**src/rtl/a2d_sched.sv**
```systemverilog
`default_nettype none
// ============================================================================
//  Module   : a2d_sched
//  Purpose  : Round-robin A2D conversion scheduler. Starts one conversion every
//             PERIOD clocks, stores each result per slot, and flags timeouts.
//  Revision : 1.0 - initial release
// ============================================================================
module a2d_sched #(
    parameter int PERIOD  = 4096,
    parameter int TIMEOUT = 512
) (
    input  logic        clk,
    input  logic        RST_n,
    input  logic        cnv_cmplt,
    input  logic [11:0] res,
    output logic        strt_cnv,
    output logic [2:0]  chnl,
    output logic [11:0] batt,
    output logic [11:0] curr,
    output logic [11:0] brake,
    output logic [11:0] torque,
    output logic [3:0]  upd,
    output logic        err
);

    typedef enum logic [1:0] {
        ST_WAIT  = 2'd0,
        ST_START = 2'd1,
        ST_CONV  = 2'd2
    } state_t;

    localparam logic [15:0] PER_LAST = 16'(PERIOD - 1);
    localparam logic [9:0]  TMO_LAST = 10'(TIMEOUT - 1);

    state_t      state_q,   state_d;
    logic [1:0]  slot_q,    slot_d;
    logic [15:0] per_cnt_q, per_cnt_d;
    logic [9:0]  tmo_cnt_q, tmo_cnt_d;
    logic        pend_q,    pend_d;
    logic        strt_q,    strt_d;
    logic [2:0]  chnl_q,    chnl_d;
    logic [11:0] batt_q,    batt_d;
    logic [11:0] curr_q,    curr_d;
    logic [11:0] brake_q,   brake_d;
    logic [11:0] torque_q,  torque_d;
    logic [3:0]  upd_q,     upd_d;
    logic        err_q,     err_d;

    logic        w_per_exp;
    logic        w_tmo_exp;
    logic [1:0]  w_slot_nxt;

    // Slot-to-channel map: channel 2 is not sampled by this scheduler.
    function automatic logic [2:0] slot_chnl(input logic [1:0] s);
        case (s)
            2'd0:    slot_chnl = 3'd0;
            2'd1:    slot_chnl = 3'd1;
            2'd2:    slot_chnl = 3'd3;
            default: slot_chnl = 3'd4;
        endcase
    endfunction

    assign w_per_exp  = (per_cnt_q == PER_LAST);
    assign w_tmo_exp  = (state_q == ST_CONV) && (tmo_cnt_q == TMO_LAST);
    assign w_slot_nxt = slot_q + 2'd1;

    always_comb begin
        state_d   = state_q;
        slot_d    = slot_q;
        per_cnt_d = w_per_exp ? 16'd0 : per_cnt_q + 16'd1;
        tmo_cnt_d = tmo_cnt_q;
        pend_d    = pend_q;
        strt_d    = 1'b0;
        chnl_d    = chnl_q;
        batt_d    = batt_q;
        curr_d    = curr_q;
        brake_d   = brake_q;
        torque_d  = torque_q;
        upd_d     = 4'b0000;
        err_d     = err_q;

        case (state_q)
            ST_WAIT: begin
                if (w_per_exp) begin
                    state_d = ST_START;
                    strt_d  = 1'b1;
                    chnl_d  = slot_chnl(slot_q);
                    pend_d  = 1'b0;
                end
            end

            ST_START: begin
                state_d   = ST_CONV;
                tmo_cnt_d = 10'd0;
                if (w_per_exp) begin
                    pend_d = 1'b1;
                end
            end

            ST_CONV: begin
                tmo_cnt_d = tmo_cnt_q + 10'd1;
                if (w_per_exp) begin
                    pend_d = 1'b1;
                end
                // Completion takes priority over a coincident timeout.
                if (cnv_cmplt || w_tmo_exp) begin
                    if (cnv_cmplt) begin
                        upd_d[slot_q] = 1'b1;
                        case (slot_q)
                            2'd0:    batt_d   = res;
                            2'd1:    curr_d   = res;
                            2'd2:    brake_d  = res;
                            default: torque_d = res;
                        endcase
                    end else begin
                        err_d = 1'b1;
                    end
                    slot_d = w_slot_nxt;
                    // A period that elapsed mid-conversion restarts immediately.
                    if (pend_q || w_per_exp) begin
                        state_d = ST_START;
                        strt_d  = 1'b1;
                        chnl_d  = slot_chnl(w_slot_nxt);
                        pend_d  = 1'b0;
                    end else begin
                        state_d = ST_WAIT;
                    end
                end
            end

            default: begin
                state_d = ST_WAIT;
            end
        endcase
    end

    always_ff @(posedge clk or negedge RST_n) begin
        if (!RST_n) begin
            state_q   <= ST_WAIT;
            slot_q    <= 2'd0;
            per_cnt_q <= 16'd0;
            tmo_cnt_q <= 10'd0;
            pend_q    <= 1'b0;
            strt_q    <= 1'b0;
            chnl_q    <= 3'd0;
            batt_q    <= 12'h000;
            curr_q    <= 12'h000;
            brake_q   <= 12'h000;
            torque_q  <= 12'h000;
            upd_q     <= 4'b0000;
            err_q     <= 1'b0;
        end else begin
            state_q   <= state_d;
            slot_q    <= slot_d;
            per_cnt_q <= per_cnt_d;
            tmo_cnt_q <= tmo_cnt_d;
            pend_q    <= pend_d;
            strt_q    <= strt_d;
            chnl_q    <= chnl_d;
            batt_q    <= batt_d;
            curr_q    <= curr_d;
            brake_q   <= brake_d;
            torque_q  <= torque_d;
            upd_q     <= upd_d;
            err_q     <= err_d;
        end
    end

    assign strt_cnv = strt_q;
    assign chnl     = chnl_q;
    assign batt     = batt_q;
    assign curr     = curr_q;
    assign brake    = brake_q;
    assign torque   = torque_q;
    assign upd      = upd_q;
    assign err      = err_q;

endmodule
`default_nettype wire

```
**config.mk**
```make
export PLATFORM = sky130hd
export DESIGN_NAME = a2d_sched
export DESIGN_NICKNAME = d
export VERILOG_FILES = /design/src/rtl/a2d_sched.sv
export SDC_FILE = /design/constraint.sdc
export NUM_CORES = 1
export LEC_CHECK = 0
export ABC_AREA = 1
export BUFFER_PORTS_ARGS = -buffer_cell sky130_fd_sc_hd__buf_2
export CORE_ASPECT_RATIO = 0.6
export CORE_MARGIN = 2
export CORE_UTILIZATION = 34
export CTS_BUF_LIST = sky130_fd_sc_hd__clkbuf_4
export DETAILED_ROUTE_END_ITERATION = 10
export PLACE_DENSITY = 0.5
export SLEW_MARGIN = 20
export SYNTH_ARGS = -nofsm -noshare
export SYNTH_HDL_FRONTEND = slang
export SYNTH_SLANG_ARGS = --single-unit
```
**constraint.sdc**
```tcl
create_clock -name clk -period 1.95 [get_ports clk]
set_input_delay 0 -clock clk [delete_from_list [all_inputs] [get_ports clk]]
set_output_delay 0 -clock clk [all_outputs]
set_load 0.05 [all_outputs]
```
; ---- Word level (Yosys, flattened, before mapping)
; Cells that the tools add are included.
[classes]
add_sub_neg = 3
n_mul = 0
n_div = 0
magnitude_cmp = 2
eq_ne = 11
shifts = 0
n_mux = 26
bitwise = 2
n_reduce_logical = 20
[ops]
columns = op, n
row1 = 10-bit case mux with 2 select lines, 1
row2 = 4-bit AND reduction, 5
row3 = 3-bit case mux with 3 select lines, 2
row4 = "16-bit by 1-bit adder with 16-bit output, second input constant", 1
row5 = "16-bit by 12-bit equality test with 1-bit output, second input constant", 1
row6 = 16-bit 2-to-1 mux, 1
row7 = 4-bit 2-to-1 mux, 3
row8 = "10-bit by 1-bit adder with 10-bit output, second input constant", 1
row9 = "10-bit by 9-bit equality test with 1-bit output, second input constant", 1
row10 = 1-bit 2-to-1 mux, 9
row11 = 3-bit 2-to-1 mux, 3
row12 = "2-bit by 1-bit equality test with 1-bit output, second input constant", 3
row13 = "2-bit equality test, second input constant", 3
row14 = 2-bit logical NOT, 3
row15 = 2-bit case mux with 3 select lines, 1
row16 = 3-bit case mux with 2 select lines, 1
row17 = 2-bit AND reduction, 3
row18 = 2-bit 2-to-1 mux, 2
row19 = "2-bit by 1-bit != test with 1-bit output, second input constant", 2
row20 = 2-bit nonzero test, 2
row21 = "2-bit by 3-bit less-than comparator with 1-bit output, second input constant", 1
row22 = 1-bit case mux with 3 select lines, 1
row23 = 3-bit AND reduction, 1
row24 = 3-bit nonzero test, 1
row25 = 9 further kinds, 12
[totals]
regBits = 88
latchBits = 0
mem_bits_rw = 0
romBits = 0
out_inout_bits = 57
wordCells = 77
mem_count = 0

; ---- Longest topological paths before layout
[logic_depth]
ltp_word = 7
mapped_depth = 12
ltp_nobuf = 12

; ---- Worst setup path before layout
; Ideal clock, no wire load.
[synth_path]
kind = register to register
startpoint = register state_q[0]
endpoint = register tmo_cnt_q[7]
setup_time_ns = 0.122
t_arrival_ns = 1.471
required_time_ns = 1.828
path_slack_ns = 0.358
stages_incl_launch_ff = 11
n_path_buf = 1
synth_period_minus_slack_ns = 1.592
path_cell_list = dfrtp_1 -> inv_1 -> ha_1 -> buf_4 -> nand2_1 -> nor2_1 -> nand2_1 -> nor2_1 -> nand3_1 -> o21ai_1 -> a21oi_1
[synth_via]
elab_chain_len = 2
elab_cells_between_ends = 4
cone_classes = eq/ne: 2 / mux: 1 / reduce/logical: 1
[synth_rtl]
columns = element, line_no
row1 = start: declaration, 35  ; state_t state_q, state_d;
row2 = start signal: assignment, 153  ; state_q <= state_d;
row3 = 2-bit equality test or 2-bit by 1-bit equality test with 1-bit output (tied branches), 82  ; case (state_q)
row4 = 10-bit case mux with 2 select lines or 2-bit nonzero test (tied branches), n/a
row5 = end signal: assignment, 156  ; tmo_cnt_q <= tmo_cnt_d;
row6 = end: declaration, 38  ; logic [9:0] tmo_cnt_q, tmo_cnt_d;
; Several ways; a longest one is shown, not always the timed one.
; A chain may end at the register's enable or synchronous reset.

; ---- Worst setup path in the final report
[layout_path]
startpoint = register state_q[1]
endpoint = register tmo_cnt_q[7]
; The elaborated chain is that of the path after synthesis.

==> flow_summary_export.csv <==
group,metric,value,unit
power_and_ir_drop,swShare,50.30,%
cells_and_area,drive_gt1_share,23.93,%
worst_setup_path,critPathCaptureType,"flip-flop",
worst_setup_path,critPathArrivalTime,2.03,ns
worst_setup_path,worstSetupPathType,"flip-flop to flip-flop",
synth,ys_seq_elements,88,
clocking,cts.sinks,88,
clocking,clkTransAtPathRegs,0.14,ns
power_and_ir_drop,p_leak,2.535,nW
global_route,grt_pass1_vias,2804,
cells_and_area,stdcell_area,0.004750,mm^2
power_and_ir_drop,p_total,7.775,mW
timing,setup_violations,0,
power_and_ir_drop,p_seq_share,35.6,%
route,via_count,2932,
global_route,grt_util_all_layers,15.74,%
cells_and_area,finalNonFillerCells,658,
clocking,cts_buffer_depth,2,
floorplan,die_area,0.01231,mm^2
cells_and_area,seq_area,0.002203,mm^2
route,wire_per_inst,13.62,um
status,status,"finished, final reports clean",
power_and_ir_drop,pwr_density_cell,1637,mW/mm^2
route,route.detailed.drc,0,
synth,avgSynthCellArea,9.346,um^2
power_and_ir_drop,pwr-share-clk,14.9,%
power_and_ir_drop,share_comb_of_total_power,49.5,%
worst_setup_path,crit_path_start_kind,"flip-flop",
timing,clock_skew,0.008834,ns
synth,synth.area.mux_share,0.5806,%
worst_setup_path,worstSetupStartpoint,"state_q[1]$_DFFE_PN0P_",
power_and_ir_drop,ir_worst_vdd,814.6,uV
synth,synth_warnings,0,
cells_and_area,multi_input_area,0.001423,mm^2
place,placed_cell_area,0.004441,mm^2
worst_setup_path,regToRegSetupSlack,0.24,ns
synth,synth_compound_area_share,9.548,%
route,firstDrtPassIters,4,
timing,timing.hold.ws,0.04518,ns
timing,rsz0062_at_grt,"false",
min_path,min_path_type,"input port to async pin",
route,post_drt_via_cell_ratio,4.456,
synth,synthCells,415,
clocking,cts_tree,"built",
cells_and_area,fin_util,42.32,%
worst_setup_path,crit_fanout,5,
timing,fin_crit,1.707,ns
worst_setup_path,crit_required,2.28,ns
synth,ys_types,33,
floorplan,die_w,141.9,um
timing,tightest_slew,0.4689,ns
synth,synthesis.area,0.003879,mm^2
place,io_buffers,71,
timing,finalHoldViolations,0,
cells_and_area,area_growth,22.45,%
worst_setup_path,rr_startpoint,"state_q[1]$_DFFE_PN0P_",
floorplan,start_util,34.56,%
timing,slew_viol_final,0,
clocking,htreeDepth,3,
cells_and_area,final_nets,539,
route,first_iter_violations,200,
timing,setup_ws,0.2432,ns
worst_setup_path,crit_path_end,"tmo_cnt_q[7]$_DFFE_PN0P_",
place,dp_hpwl,6563,um
floorplan,dieHeight,86.74,um
job,drv_cap,0,
timing,tns,0,ns
floorplan,rows,30,
place,finalWeightedCongestion,0.8069,
global_route,grt_antenna_before_repair,0,
synth,yosysSeqAreaShare,56.77,%
timing,fin_crit_sh,87.53,%
cells_and_area,fillers,1088,
floorplan,coreArea,0.01122,mm^2
floorplan,io_pins,72,
synth,synth_xor_area_share,2.710,%
synth,synth_nets,444,
global_route,grt_pass1_wl,14720,um
power_and_ir_drop,p_sw,3.911,mW
synth,synth-simple-area-share,19.32,%
cells_and_area,diodes,0,
clocking,root_buffer,"clkbuf_4",
worst_setup_path,timing.rr.end,"tmo_cnt_q[7]$_DFFE_PN0P_",
clocking,clk_latency,0.43,ns
timing,max_slew_margin,68.74,%
power_and_ir_drop,p_int,3.864,mW
place,dpl.cell_count,628,
route,wl,8960,um
synth,synthAdderAreaFrac,4.516,%
timing,fmax,585.9,MHz
clocking,cts_buffers,9,
synth,synth_top_family_by_area,"simple AND/OR/NAND/NOR gates",
route,ant_nets,0,
global_route,overflow,0,
worst_setup_path,r2r_cells,9,
global_route,grt_max_degree,56,
place,dp_slack,0.2328,ns
==> per-layer routing <==
| metal | GRT usage, % | share of wire, % | up-vias |
|---|---|---|---|
| li1 | - | - | 1503 |
| met1 | 25.03 | 55 | 1374 |
| met2 | 20.43 | 40 | 51 |
| met3 | 4.365 | 4.6 | 4 |
| met4 | 4.364 | 0.61 | 0 |
| met5 | 0 | 0 | - |
==> worst max-delay path, stage by stage (launching register included) <==
cell and delay (ns):
dfrtp_2 0.43, inv_1 0.07, ha_1 0.35, nand2_1 0.08
nor2_1 0.15, nand2_1 0.07, nor2_1 0.15, nand3_1 0.12
o21ai_1 0.13, a21oi_1 0.05
==> power groups by stage <==
stage	combinational, mW	sequential, mW	clock, mW
after floorplan	1.04	4.60	0
after detailed placement	3.84	2.80	0
after global routing	4.15	2.84	1.29
final	3.85	2.77	1.16
after CTS	3.87	2.77	1.22
after global placement	3.82	2.79	0
==> worst min path at each step <==
stage	endpoint	depth (start not counted)	slack (ns)	from
2_1_floorplan	batt[0]$_DFFE_PN0P_	0	-0.30	RST_n
3_3_place_gp	chnl[0]$_DFFE_PN0P_	1	-0.006	RST_n
3_5_place_dp	chnl[0]$_DFFE_PN0P_	1	-0.007	RST_n
4_1_cts	chnl[0]$_DFFE_PN0P_	2	0.04	RST_n
5_1_grt	chnl[0]$_DFFE_PN0P_	2	0.06	RST_n
6_report	chnl[0]$_DFFE_PN0P_	2	0.05	RST_n
==> flip-flops by register name (all words and copies together), names as in the netlist, 2 cells and up <==
| signal | flops |
|---|---|
| tmo_cnt_q | 10 |
| batt | 12 |
| brake | 12 |
| per_cnt_q | 16 |
| state_q | 2 |
| curr | 12 |
| chnl | 3 |
| torque | 12 |
| upd | 4 |
| slot_q | 2 |
==> cell usage after synthesis, drive strengths merged <==
| cell type | number | area (um^2) |
|---|---|---|
| nand2 | 108 | 470.5 |
| dfrtp | 88 | 2202 |
| o21ai | 56 | 280.3 |
| inv | 50 | 187.7 |
| nor2 | 28 | 122.6 |
| nand3 | 15 | 75.07 |
| ha | 14 | 175.2 |
| a21oi | 10 | 50.05 |
| xor2 | 9 | 78.83 |
| buf | 5 | 30.02 |
| clkbuf | 5 | 18.77 |
| nor3 | 5 | 30.03 |
| nand4 | 4 | 25.02 |
| clkinv | 3 | 17.51 |
| o22ai | 3 | 18.77 |
| or2 | 3 | 18.77 |
| xnor2 | 3 | 26.28 |
| mux2 | 2 | 22.52 |
| a211oi | 1 | 7.510 |
| a31oi | 1 | 6.260 |
| nor3b | 1 | 7.510 |
| o21bai | 1 | 7.510 |
==> repair_timing <==
item / in CTS / in global routing
hold buffers: 14 / 0
endpoints found under the hold margin: 139 / 0
endpoints found under the setup margin: 0 / 1
buffers inserted: 0 / 1
gates resized for setup: 0 / 1
==> cell usage in the layout, fill, tap and decap left out, drive strengths merged, types with 9 or more instances in the layout <==
cell         synthesis  layout
nand2              108     108
dfrtp               88      88
buf                  5      80
o21ai               56      56
inv                 50      52
nor2                28      28
nand3               15      15
ha                  14      14
dlygate4sd3          0      14
a21oi               10      10
xor2                 9       9
clkbuf               5       9
==> cells by family (layout without fill, tap and decap cells) <==
kind of cell	after synthesis	after routing
AND/OR/NAND/NOR	164	164
flip-flops	88	88
AO/OA/AOI/OAI	72	72
buffers and inverters	63	162
adder cells (fa/ha/maj)	14	14
XOR/XNOR	12	12
multiplexers	2	2
==> layout make-up <==
type                            instances  share of cell area, %
Timing Repair Buffer                   94                  12.17
Inverter                               53                  4.320
Clock inverter                          6                  1.949
Multi-Input combinational cell        264                  29.95
Sequential cell                        88                  46.39
Clock buffer                            9                  1.423
Tap cell                              144                  3.793
(Power assumes the default switching activity.)
